[config.mk]
export PLATFORM = sky130hd
export DESIGN_NAME = vote_filter_flat
export DESIGN_NICKNAME = d
export VERILOG_FILES = /design/src/rtl/vote_pkg.sv /design/src/rtl/vote_filter_if.sv /design/src/rtl/maj_vote_bit.sv /design/src/rtl/vote_filter.sv /design/src/flat_wrapper.sv
export SDC_FILE = /design/constraint.sdc
export NUM_CORES = 1
export LEC_CHECK = 0
export CORE_ASPECT_RATIO = 0.9
export CORE_MARGIN = 5
export CORE_UTILIZATION = 45
export DETAILED_ROUTE_END_ITERATION = 10
export GPL_TIMING_DRIVEN = 0
export PLACE_DENSITY = 0.74
export SLEW_MARGIN = 5
export SYNTH_ARGS = -nofsm -noshare
export SYNTH_HDL_FRONTEND = slang
export SYNTH_SLANG_ARGS = --single-unit
[constraint.sdc]
create_clock -name i_clk -period 2.05 [get_ports i_clk]
set_clock_uncertainty 0.05 [all_clocks]
set_input_delay 0.205 -clock i_clk [delete_from_list [all_inputs] [get_ports i_clk]]
set_output_delay 0.205 -clock i_clk [all_outputs]
set_load 0.02 [all_outputs]
[src/rtl/vote_pkg.sv]
// Shared helpers for the majority voter: popcount, default threshold and
// parameter legality.
package vote_pkg;

  localparam int MAX_N_IN = 15;
  localparam int CNT_BITS = 5;

  function automatic int default_thresh(input int n_in);
    return (n_in + 1) / 2;
  endfunction

  function automatic bit params_ok(input int n_in, input int thresh, input int hold);
    return (n_in % 2 == 1) && (n_in >= 3) && (n_in <= MAX_N_IN) &&
           (thresh >= 1) && (thresh <= n_in) && (hold >= 1);
  endfunction

  function automatic logic [CNT_BITS-1:0] popcount(input logic [MAX_N_IN-1:0] bits);
    logic [CNT_BITS-1:0] cnt;
    cnt = 5'd0;
    for (int i = 0; i < MAX_N_IN; i++) begin
      cnt = cnt + {4'd0, bits[i]};
    end
    return cnt;
  endfunction

endpackage

[src/rtl/vote_filter_if.sv]
// Valid/ready stream carrying one data word of DW bits.
interface vote_filter_if #(
  parameter int DW = 8
) ();
  logic          valid;
  logic          ready;
  logic [DW-1:0] data;

  modport master (output valid, output data, input ready);
  modport slave  (input valid, input data, output ready);
endinterface

[src/rtl/maj_vote_bit.sv]
// Threshold gate for one bit position: 1 when at least THRESH of the N_IN
// channel bits are set.
module maj_vote_bit
  import vote_pkg::*;
#(
  parameter int N_IN   = 3,
  parameter int THRESH = 2
) (
  input  logic [N_IN-1:0] i_bits,
  output logic            o_vote
);

  logic [MAX_N_IN-1:0] w_bits_ext;

  assign w_bits_ext = MAX_N_IN'(i_bits);
  assign o_vote     = (popcount(w_bits_ext) >= CNT_BITS'(THRESH));

endmodule

[src/rtl/vote_filter.sv]
// N-channel bitwise majority voter with a two-stage valid/ready pipeline,
// persistence filter on the voted word and a saturating disagreement counter.
module vote_filter
  import vote_pkg::*;
#(
  parameter int N_IN   = 3,
  parameter int WIDTH  = 8,
  parameter int THRESH = default_thresh(N_IN),
  parameter int HOLD   = 4,
  parameter int CNT_W  = 16
) (
  input  logic             i_clk,
  input  logic             i_rst,
  vote_filter_if.slave     s_in,
  vote_filter_if.master    m_out,
  output logic [WIDTH-1:0] o_raw,
  output logic             o_unan,
  output logic [CNT_W-1:0] o_err_cnt
);

  localparam int RUN_W = $clog2(HOLD + 1);

  if (!params_ok(N_IN, THRESH, HOLD)) begin : g_param_check
    $error("vote_filter: illegal N_IN/THRESH/HOLD combination");
  end

  logic             w_advance;
  logic             w_unan;
  logic [WIDTH-1:0] w_vote;

  logic             r_s1_valid;
  logic             r_s1_unan;
  logic [WIDTH-1:0] r_s1_vote;

  logic             r_out_valid;
  logic             r_out_unan;
  logic [WIDTH-1:0] r_out_raw;
  logic [WIDTH-1:0] r_cand;
  logic [WIDTH-1:0] r_filt;
  logic [RUN_W-1:0] r_run;
  logic [CNT_W-1:0] r_err_cnt;

  logic [WIDTH-1:0] w_cand_nxt;
  logic [WIDTH-1:0] w_filt_nxt;
  logic [RUN_W-1:0] w_run_nxt;
  logic [CNT_W-1:0] w_err_nxt;

  genvar b, k;
  for (b = 0; b < WIDTH; b++) begin : g_bit
    logic [N_IN-1:0] w_bits;
    for (k = 0; k < N_IN; k++) begin : g_ch
      assign w_bits[k] = s_in.data[k*WIDTH + b];
    end
    maj_vote_bit #(
      .N_IN   (N_IN),
      .THRESH (THRESH)
    ) u_maj (
      .i_bits (w_bits),
      .o_vote (w_vote[b])
    );
  end

  // Unanimity: every channel word equals channel 0.
  always_comb begin
    w_unan = 1'b1;
    for (int i = 1; i < N_IN; i++) begin
      w_unan = w_unan & (s_in.data[i*WIDTH +: WIDTH] == s_in.data[WIDTH-1:0]);
    end
  end

  // Filter and counter next-state for the sample moving from stage 1 to stage 2.
  always_comb begin
    w_cand_nxt = (r_s1_vote == r_cand) ? r_cand : r_s1_vote;
    w_run_nxt  = (r_s1_vote != r_cand)     ? RUN_W'(1) :
                 (r_run == RUN_W'(HOLD))    ? r_run     :
                                              r_run + RUN_W'(1);
    w_filt_nxt = (w_run_nxt == RUN_W'(HOLD)) ? w_cand_nxt : r_filt;
    w_err_nxt  = (!r_s1_unan && (r_err_cnt != {CNT_W{1'b1}})) ? r_err_cnt + CNT_W'(1)
                                                                : r_err_cnt;
  end

  // Pipeline, filter state and counter; bubbles only move the valid bit.
  always_ff @(posedge i_clk) begin
    if (i_rst) begin
      r_s1_valid  <= 1'b0;
      r_s1_unan   <= 1'b0;
      r_s1_vote   <= '0;
      r_out_valid <= 1'b0;
      r_out_unan  <= 1'b0;
      r_out_raw   <= '0;
      r_cand      <= '0;
      r_filt      <= '0;
      r_run       <= '0;
      r_err_cnt   <= '0;
    end else if (w_advance) begin
      r_s1_valid  <= s_in.valid;
      r_s1_vote   <= w_vote;
      r_s1_unan   <= w_unan;
      r_out_valid <= r_s1_valid;
      if (r_s1_valid) begin
        r_out_raw  <= r_s1_vote;
        r_out_unan <= r_s1_unan;
        r_cand     <= w_cand_nxt;
        r_run      <= w_run_nxt;
        r_filt     <= w_filt_nxt;
        r_err_cnt  <= w_err_nxt;
      end
    end
  end

  assign w_advance   = !r_out_valid || m_out.ready;
  assign s_in.ready  = w_advance;
  assign m_out.valid = r_out_valid;
  assign m_out.data  = r_filt;
  assign o_raw       = r_out_raw;
  assign o_unan      = r_out_unan;
  assign o_err_cnt   = r_err_cnt;

endmodule

[src/flat_wrapper.sv]
// flat-port wrapper written by rule: the top's interface ports become plain ports
module vote_filter_flat import vote_pkg::*;
#(
  parameter int N_IN   = 3,
  parameter int WIDTH  = 8,
  parameter int THRESH = default_thresh(N_IN),
  parameter int HOLD   = 4,
  parameter int CNT_W  = 16
)
  (i_clk, i_rst, o_raw, o_unan, o_err_cnt, s_in_valid, s_in_data, s_in_ready, m_out_valid, m_out_data, m_out_ready);
  vote_filter_if #(.DW(24)) s_in_i ();
  vote_filter_if #(.DW(8)) m_out_i ();
  input  logic i_clk;
  input  logic i_rst;
  output logic [WIDTH-1:0] o_raw;
  output logic o_unan;
  output logic [CNT_W-1:0] o_err_cnt;
  input wire logic [$bits(s_in_i.valid)-1:0] s_in_valid;
  input wire logic [$bits(s_in_i.data)-1:0] s_in_data;
  output wire logic [$bits(s_in_i.ready)-1:0] s_in_ready;
  output wire logic [$bits(m_out_i.valid)-1:0] m_out_valid;
  output wire logic [$bits(m_out_i.data)-1:0] m_out_data;
  input wire logic [$bits(m_out_i.ready)-1:0] m_out_ready;
  assign s_in_i.valid = s_in_valid;
  assign s_in_i.data = s_in_data;
  assign s_in_ready = s_in_i.ready;
  assign m_out_valid = m_out_i.valid;
  assign m_out_data = m_out_i.data;
  assign m_out_i.ready = m_out_ready;
  vote_filter #(.N_IN(N_IN), .WIDTH(WIDTH), .THRESH(THRESH), .HOLD(HOLD), .CNT_W(CNT_W)) u_core (.i_clk(i_clk), .i_rst(i_rst), .s_in(s_in_i), .m_out(m_out_i), .o_raw(o_raw), .o_unan(o_unan), .o_err_cnt(o_err_cnt));
endmodule
; ---- Yosys cells after proc, flatten, opt, wreduce, memory -nomap -nowiden
; Cells that the tools add are included.
[totals]
reg_bits = 55
in_bits = 28
output_inout_bits = 35
wordCells = 54
[classes]
addsub = 18
magnitude_cmp = 8
n_eq_ne = 7
mux = 3
bitwise_logic = 1
reduce_logical = 7
[op_table]
columns = cell, count
row1 = 2-bit by 1-bit adder with 3-bit output, 8
row2 = 8-bit equality test, 3
row3 = "3-bit by 2-bit >= comparator with 1-bit output, second input constant", 8
row4 = 1-bit by 1-bit adder with 2-bit output, 8
row5 = "16-bit by 1-bit adder with 16-bit output, second input constant", 1
row6 = "16-bit != test, second input constant", 1
row7 = 8-bit 2-to-1 mux, 1
row8 = 8-bit != test, 1
row9 = "3-bit equality test, second input constant", 2
row10 = 3-bit 2-to-1 mux, 2
row11 = 3-bit AND reduction, 2
row12 = "3-bit by 1-bit adder with 3-bit output, second input constant", 1
row13 = 1-bit logical NOT, 2
row14 = 2-bit AND reduction, 1
row15 = 1-bit bitwise AND, 1
row16 = 1-bit logical AND, 1
row17 = 1-bit logical OR, 1

; ---- Depth between registers and ports, before layout
[logic_depth]
depth_word = 5
depth_mapped = 7

; ---- Cells and area by module
; Synthesis repeated with hierarchy kept, for this count alone.
[unflattened]
hier_cells = 325
area_unflattened_um2 = 2736.4
[by_module_without_submodules]
columns = module, n_inst, cells_per_inst, area_per_inst_um2
row1 = vote_filter, 1, 309, 2576.2
row2 = maj_vote_bit, 8, 2, 20.0

; ---- Least setup slack after synthesis
; OpenSTA, ideal clock, no wires.
[synth_path]
kind = flip-flop to flip-flop
startpoint = reg u_core.r_run[0]
endpoint = reg u_core.r_filt[0], in the netlist u_core.m_out.data[0]
setup_ns = 0.072
arrival_time_ns = 2.032
required_time_ns = 1.928
path_slack_ns = -0.104
path_stages_with_launch = 7
path_buffers = 0
period_less_slack_ns = 2.154
path_cell_list = dfxtp_1 inv_1 ha_1 or3b_1 a31o_2 nor4_4 mux2i_1
[synth_between]
elab_chain_len = 5
elab_cells_between_ends = 6
[synth_rtl]
columns = item, line_no
row1 = start: declaration, vote_filter.sv:40  ; logic [RUN_W-1:0] r_run;
row2 = start signal: assignment, vote_filter.sv:104  ; r_run <= w_run_nxt;
row3 = 3-bit by 1-bit adder with 3-bit output / 3-bit equality test (equally long branches), "vote_filter.sv:76, vote_filter.sv:75"
row4 = 3-bit 2-to-1 mux (*), vote_filter.sv:75  ; (r_run == RUN_W'(HOLD)) ? r_run :
row5 = 3-bit 2-to-1 mux (*), vote_filter.sv:74  ; w_run_nxt = (r_s1_vote != r_cand) ? RUN_W'(1) :
row6 = 3-bit equality test (*), vote_filter.sv:77  ; w_filt_nxt = (w_run_nxt == RUN_W'(HOLD)) ? w_cand_nxt : r_filt;
row7 = 3-bit AND reduction (no source line) (*), -
row8 = end signal: assignment, vote_filter.sv:105  ; r_filt <= w_filt_nxt;
row9 = end: declaration, vote_filter.sv:39  ; logic [WIDTH-1:0] r_filt;
; Every way passes the cells marked *; elsewhere a longest branch is shown, timed or not.
; A chain may end at the register's enable or synchronous reset.

; ---- Worst setup path in the final report
[layout_path]
startpoint = reg u_core.r_err_cnt[4], in the netlist u_core.o_err_cnt[4]
endpoint = reg u_core.r_err_cnt[10], in the netlist u_core.o_err_cnt[10]
[layout_between]
elab_chain_len = 3
elab_cells_between_ends = 4
[layout_rtl]
columns = item, line_no
row1 = start: declaration, vote_filter.sv:41  ; logic [CNT_W-1:0] r_err_cnt;
row2 = start signal: assignment, vote_filter.sv:106  ; r_err_cnt <= w_err_nxt;
row3 = branches (longest 3 deep; another with 16-bit by 1-bit adder with 16-bit output), -
; Parallel ways; which one is timed is not known.

==> metrics.csv <==
stage,metric,value,unit
run_status,status,"finished, final reports clean",
sta,hold_viol,0,
clocking,clockBufferDepth,2,
power_and_ir_drop,netSwitchingPower,532,µW
setup_path,cp-startpoint,u_core.o_err_cnt[4],
synth,synthTopCellsByArea,"dfxtp_1 (41%), a21oi_1 (6.0%), nand2_1 (5.3%), xnor2_1 (5.2%), ha_1 (5.1%)",
sta,tightest_slew,625,ps
clocking,htree_levels,2,
clocking,clock_latency,310,ps
clocking,cts_sinks,55,
power_and_ir_drop,powerDensity,600,nW/µm²
setup_path,start_kind,register,
detailed_routing,dr_total_vias,2512,
synth,yosys_warnings,0,
detailed_routing,drtIter0Drc,234,
clocking,cts_tree,built,
synth,yosysUniqueCellTypes,38,
global_route,grt_use_total,18.3,%
final_layout,fin_nets,420,
power_and_ir_drop,comb_power_share,13.4,%
setup_path,crit_family,simple AND/OR/NAND/NOR gates,
setup_path,crit_chain,"nand4_4, or4b_4, buf_4, or4_1, a21oi_2",
setup_path,r2r_slack,60,ps
floorplan,core_area,5730,µm²
power_and_ir_drop,pwr-share-seq,52.2,%
placed_design,port_buffers,61,
clocking,cts_buffers,5,
setup_path,critPathArrivalTime,2190,ps
floorplan,dieWidth,91.3,µm
power_and_ir_drop,clock_power_share,34.5,%
final_layout,diodes,0,
sta,period_share,96.9,%
synth,synth_edf_count,0,
global_route,grt_pass1_vias,2447,
detailed_routing,viasPerCell,5.56,
floorplan,row_count,26,
detailed_routing,routed_wl,6870,µm
sta,finalCriticalPeriod,1990,ps
sta,slew_violations,0,
global_route,grt-ovfl-total,0,
final_layout,layout-drive-gt1-share,9.42,%
detailed_routing,antenna_left,0,
detailed_routing,dr.pass1.iters,4,
job,drv_cap,0,
min_path,min_path_type,input port to register,
detailed_routing,wl_per_cell,15.2,µm
setup_path,crit_fanout,6,
power_and_ir_drop,swShare,24.6,%
setup_path,r2r_start,u_core.o_err_cnt[4],
sta,tns,0,ps
synth,ys_seq_elements,55,
clocking,clk_pin_slew_worst_paths,100,ps
min_path,holdCritStartpoint,i_rst,
final_layout,syn_to_final_growth,34.4,%
global_route,grt_antenna_before_repair,0,
placed_design,dp_hpwl,5150,µm
floorplan,die_y,83.2,µm
power_and_ir_drop,peakVddDrop,393,µV
sta,final-setup-viol-count,0,
setup_path,end_kind,register,
synth,async_flop_share,0,%
placed_design,gp_congestion,0.917,
global_route,grt_max_degree,17,
floorplan,boundaryPins,63,
synth,yosysSeqAreaShare,41.1,%
synth,ys.flop_type,dfxtp_1,
final_layout,stdcell_count,452,
placed_design,place_inst,441,
synth,yosysTopAreaCell,dfxtp_1,
sta,grt_setup_unrepaired,yes,
floorplan,dieArea,7600,µm²
synth,netlist_area,2680,µm²
synth,synth_cells,310,
sta,fmax,503,MHz
clocking,clockRootBuffer,clkbuf_8,
power_and_ir_drop,p_int,1.63,mW
synth,syn_avg_cell_area,8.65,µm²
detailed_routing,drc_errors,0,
synth,synth_top_area_share,41.1,%
power_and_ir_drop,leakagePower,1.18,nW
setup_path,crit_path_max_incr_delay,520,ps
sta,relSlewSlack,57.7,%
synth,syn_nets,349,
clocking,ctsHoldBuffers,0,
setup_path,timing.critical_path.buf_inv,1,
setup_path,worst-setup-path-type,register to register,
floorplan,start_util,46.8,%
setup_path,required,2250,ps
global_route,grt_pass1_wl,11700,µm
setup_path,slowest_stage,or4b_4,
area by class of cell:
| class | count | area [µm²] |
|---|---|---|
| Buffer | 15 | 70.1 |
| Clock buffer | 6 | 82.6 |
| Clock inverter | 2 | 35.0 |
| Fill cell | 488 | 2120 |
| Inverter | 5 | 20.0 |
| Multi-Input combinational cell | 234 | 1550 |
| Sequential cell | 55 | 1120 |
| Tap cell | 70 | 87.6 |
| Timing Repair Buffer | 65 | 639 |
flip-flops by register name (all words and copies together) (netlist names):
register            cells
u_core.r_s1_unan        1
u_core.m_out.data       8
u_core.r_s1_vote        8
u_core.o_err_cnt       16
u_core.r_s1_valid       1
u_core.o_raw            8
u_core.r_run            3
u_core.r_cand           8
u_core.o_unan           1
u_core.m_out.valid      1
per-stage QoR:
stage               hold slack [ps]  instance area, µm²  worst slack [ps]  power, mW  utilization, %
global route                    365                3600             -2.42       2.26            62.9
detailed placement              399                3380              -461       1.44            59.1
CTS                             328                3570              6.58       2.18            62.3
floorplan                       295                2690              31.9       1.31               -
finish                          346                3600              62.7       2.16            62.9
global placement                396                3380              -413       1.44            59.1
power by group through the flow:
| stage | sequential, mW | clock, mW | combinational, mW |
|---|---|---|---|
| global route | 1.13 | 0.803 | 0.319 |
| CTS | 1.13 | 0.760 | 0.289 |
| floorplan | 1.16 | 0 | 0.158 |
| global placement | 1.15 | 0 | 0.281 |
| finish | 1.13 | 0.746 | 0.289 |
| detailed placement | 1.15 | 0 | 0.289 |
synthesized netlist by cell type, types with 3 or more instances:
cell type	count
dfxtp_1	55
nand2_1	38
a21oi_1	32
nand2b_1	19
nor2_1	17
xnor2_1	16
clkbuf_1	14
nor3_1	13
a211oi_1	11
ha_1	11
nand3_1	10
nand4_1	10
mux2i_1	9
o31ai_1	9
or4_1	8
nor4_1	6
inv_1	4
nor2b_1	3
or3_1	3
metal layers:
layer	share of wire [%]	wire length (µm)	track usage (%)
met1	44	3050	24.3
met2	47	3260	29.6
met3	6.9	472	3.98
met4	1.2	82	5.73
met5	0	0	0
final timing paths:
path | to | depth (start not counted)
setup / recovery | u_core.o_err_cnt[10] | 5
hold / removal | u_core.o_err_cnt[11] | 2
setup reg to reg | u_core.o_err_cnt[10] | 5
hold reg to reg | u_core.o_raw[3] | 2
cell usage in the layout (no fill, tap or decap), drive strengths merged:
cell type,n
clkdlybuf4s50,60
dfxtp,55
nand2,38
a21oi,32
clkbuf,20
nand2b,19
nor2,17
xnor2,16
nor3,13
a211oi,11
nand4,11
ha,11
nand3,10
mux2i,9
o31ai,9
or4,9
nor4,7
buf,5
inv,4
or3,3
nor2b,3
clkinv,2
and2,2
o21ai,2
mux2,2
or3b,1
a31o,1
or4b,1
and3,1
and4,1
nor4b,1
a31oi,1
o32a,1
nor3b,1
a41oi,1
bufinv,1
dlygate4sd2,1
cell families (layout without fill, tap and decap cells):
logic type	after synthesis	count (layout)	share of synthesized area (%)
AOI/OAI and AO/OA	58	58	13.2
buffers and inverters	21	93	3.27
adders and majority gates	11	11	5.14
xor gates and xnor gates	16	16	5.23
DFF	55	55	41.1
muxes	11	11	4.20
and+or+nand+nor	138	138	27.9
repair_timing:
| action | 4_1_cts | 5_1_grt |
|---|---|---|
| endpoints found under the setup margin | 22 | 26 |
| buffers inserted | 4 | 0 |
| resized for setup | 12 | 10 |
| pin swaps | 3 | 2 |
| endpoints found under the hold margin | 0 | 0 |
Power figures use the tool's default switching activity.
==> patch, RTL diff (same flow settings) <==
`HOLD` is set to 4 in 2 places; all go to 8.
--- a/src/rtl/vote_filter.sv
+++ b/src/rtl/vote_filter.sv
@@ -6,7 +6,7 @@
   parameter int N_IN   = 3,
   parameter int WIDTH  = 8,
   parameter int THRESH = default_thresh(N_IN),
-  parameter int HOLD   = 4,
+  parameter int HOLD   = 8,
   parameter int CNT_W  = 16
 ) (
   input  logic             i_clk,
--- a/src/flat_wrapper.sv
+++ b/src/flat_wrapper.sv
@@ -4,7 +4,7 @@
   parameter int N_IN   = 3,
   parameter int WIDTH  = 8,
   parameter int THRESH = default_thresh(N_IN),
-  parameter int HOLD   = 4,
+  parameter int HOLD   = 8,
   parameter int CNT_W  = 16
 )
   (i_clk, i_rst, o_raw, o_unan, o_err_cnt, s_in_valid, s_in_data, s_in_ready, m_out_valid, m_out_data, m_out_ready);
Function: changed (Yosys sat finds a counterexample within 10 cycles, from zero or initial values and one cycle with i_rst high).
==> patch against the original RTL <==
- maximum frequency grew 8.0%
- sequential cell count rose by 1
- cell area down 5.0%
- synthesized cell count fell by 3.9%
- total power fell by 8.2%
- worst setup slack improved by 0.15 ns
- wire length shrank 12%
- synthesized area is 0.93% lower
- first-iteration DRC count down 59%
- highest routed layer unchanged
==> patch: results (changes against the original RTL) <==
STA
  – Worst slew margin: 63.04% (+5.3 points)
  – Hold slack: 0.3318 ns (-0.01399 ns)

Critical path
  – Worst r2r src: u_core.o_err_cnt[0]
  – CP Max Fanout: 13 (+7)
  – CP max stage delay: 0.56 ns (+0.04 ns)
  – Setup crit start: u_core.m_out.valid
  – Worst setup path end: s_in_ready
  – Slowest-stage cell, CP: clkdlybuf4s50_1
  – Critical path data arrival time: 1.59 ns (-0.60 ns)
  – R2R Path End: u_core.o_err_cnt[13]
  – Setup slack, reg-to-reg: 0.24 ns (+0.18 ns)

Routing
  – DRT iter0 DRCs: 97 (-59%)
  – DR pass1 iterations: 4 (unchanged)
  – Via density: 5.226 (-6.0%)
  – Overall routed net length: 6018 µm (-12%)

Status
  – Status: completed

Global route
  – Vias in the first global route: 2226 (-9.0%)
  – GRT Resource Usage Total: 16.63% (-1.7 points)
  – Largest net degree at the start of global routing: 16 (-1)

Clocking
  – Post CTS Setup Buffer Count: 0 (-4)
  – Post-cts gate resize count: 0 (-12)
  – Htree depth: 2 (unchanged)

Place
  – Gpl congestion: 0.8131 (-11%)
  – DP HPWL: 4678 µm (-9.3%)
  – Dpl cell area: 3353 µm² (-0.89%)

Pwr
  – Leak pwr: 1.240 nW (+4.7%)

Yosys
  – Post-synth net total: 337 (-3.4%)
  – Synth Area in Adders: 5.184% (+0.048 points)
  – Synth Area in XOR/XNOR: 9.896% (+4.7 points)
  – Compound-gate portion of the synthesized area: 11.07% (-2.1 points)
  – Post-synth top cells: dfxtp_1, nand2_1, nor2_1
  – Sequential fraction of the synthesis area: 42.22% (+1.1 points)
  – Mux cell area share after synthesis: 3.393% (-0.81 points)
  – YS warnings: 0 (unchanged)
  – Netlist cell types: 41 (+7.9%)

Finish
  – Final net count: 403 (-4.0%)
-- patch: cell count changes after synthesis, sizes merged, moves of 5 or more --
| cell | delta |
|---|---|
| o211ai | +6 |
| nor3 | -5 |
| nand4 | -5 |
| o31ai | -9 |
| nor2 | +9 |
| or4 | -9 |
| xor2 | +21 |
| nand2b | -5 |
| a21oi | -8 |
| xnor2 | -7 |
-- patch: worst min path at each step --
| stage | cells after the start | startpoint | endpoint |
|---|---|---|---|
| after floorplan | 2 | s_in_valid | u_core.r_s1_valid |
| after global placement | 2 | u_core.o_raw[7] | u_core.o_raw[7] |
| after detailed placement | 2 | u_core.o_raw[3] | u_core.o_raw[3] |
| after CTS | 3 | i_rst | u_core.m_out.data[2] |
| after global routing | 3 | i_rst | u_core.m_out.data[7] |
| final | 3 | i_rst | u_core.m_out.data[2] |
-- patch: cell type report --
class,count,area [µm²]
inverters,4,15.01
fillers,500,2270
multi-input cells,223,1451
clock buffers,6,72.57
flip-flops and latches,56,1121
repair buffers,61,610.6
well taps,70,87.58
clock inverters,1,5.005
plain buffers,13,60.06
-- patch: critical path: cells and delay by family (launching register included) --
| kind | cells | cell delay [ns] |
|---|---|---|
| buffers and inverters | 2 | 0.70 |
| flip-flops | 1 | 0.35 |
| AND/OR/NAND/NOR | 1 | 0.23 |
-- patch: what timing repair did --
item                                    CTS  global route
pin swaps                                 0             0
endpoints found under the setup margin    1             8
hold buffers                              0             0
-- patch: logic make-up (layout without fill, tap and decap cells) --
logic type,count (synthesis),count (layout)
flops,56,56
buf+inv,19,85
xor+xnor,30,30
compound gates,48,48
simple gates,125,125
mux,9,9
fa+ha+maj,11,11
-- patch: layer usage --
metal	vias up	wire [µm]	GRT usage, %
li1	1168	-	-
met1	1029	2927	22.78
met2	59	2648	25.88
met3	12	309	3.255
met4	0	132	6.000
met5	-	0	0
-- patch: stage by stage --
stage	setup slack (ns)	total power [mW]	cells	TNS, ns
final	0.2093	1.986	434	0
after detailed placement	-0.1090	1.445	429	-0.1868
after global routing	0.02044	2.076	434	0
after CTS	0.1418	1.996	435	0
after floorplan	0.3869	1.321	298	0
after global placement	-0.09022	1.438	429	-0.09022
-- patch: power breakdown --
part | internal [mW] | leakage (nW) | switching, mW
Sequential | 1.12 | 0.455 | 0.0329
Combinational | 0.136 | 0.744 | 0.130
Clock | 0.233 | 0.0410 | 0.336
Total | 1.49 | 1.24 | 0.498
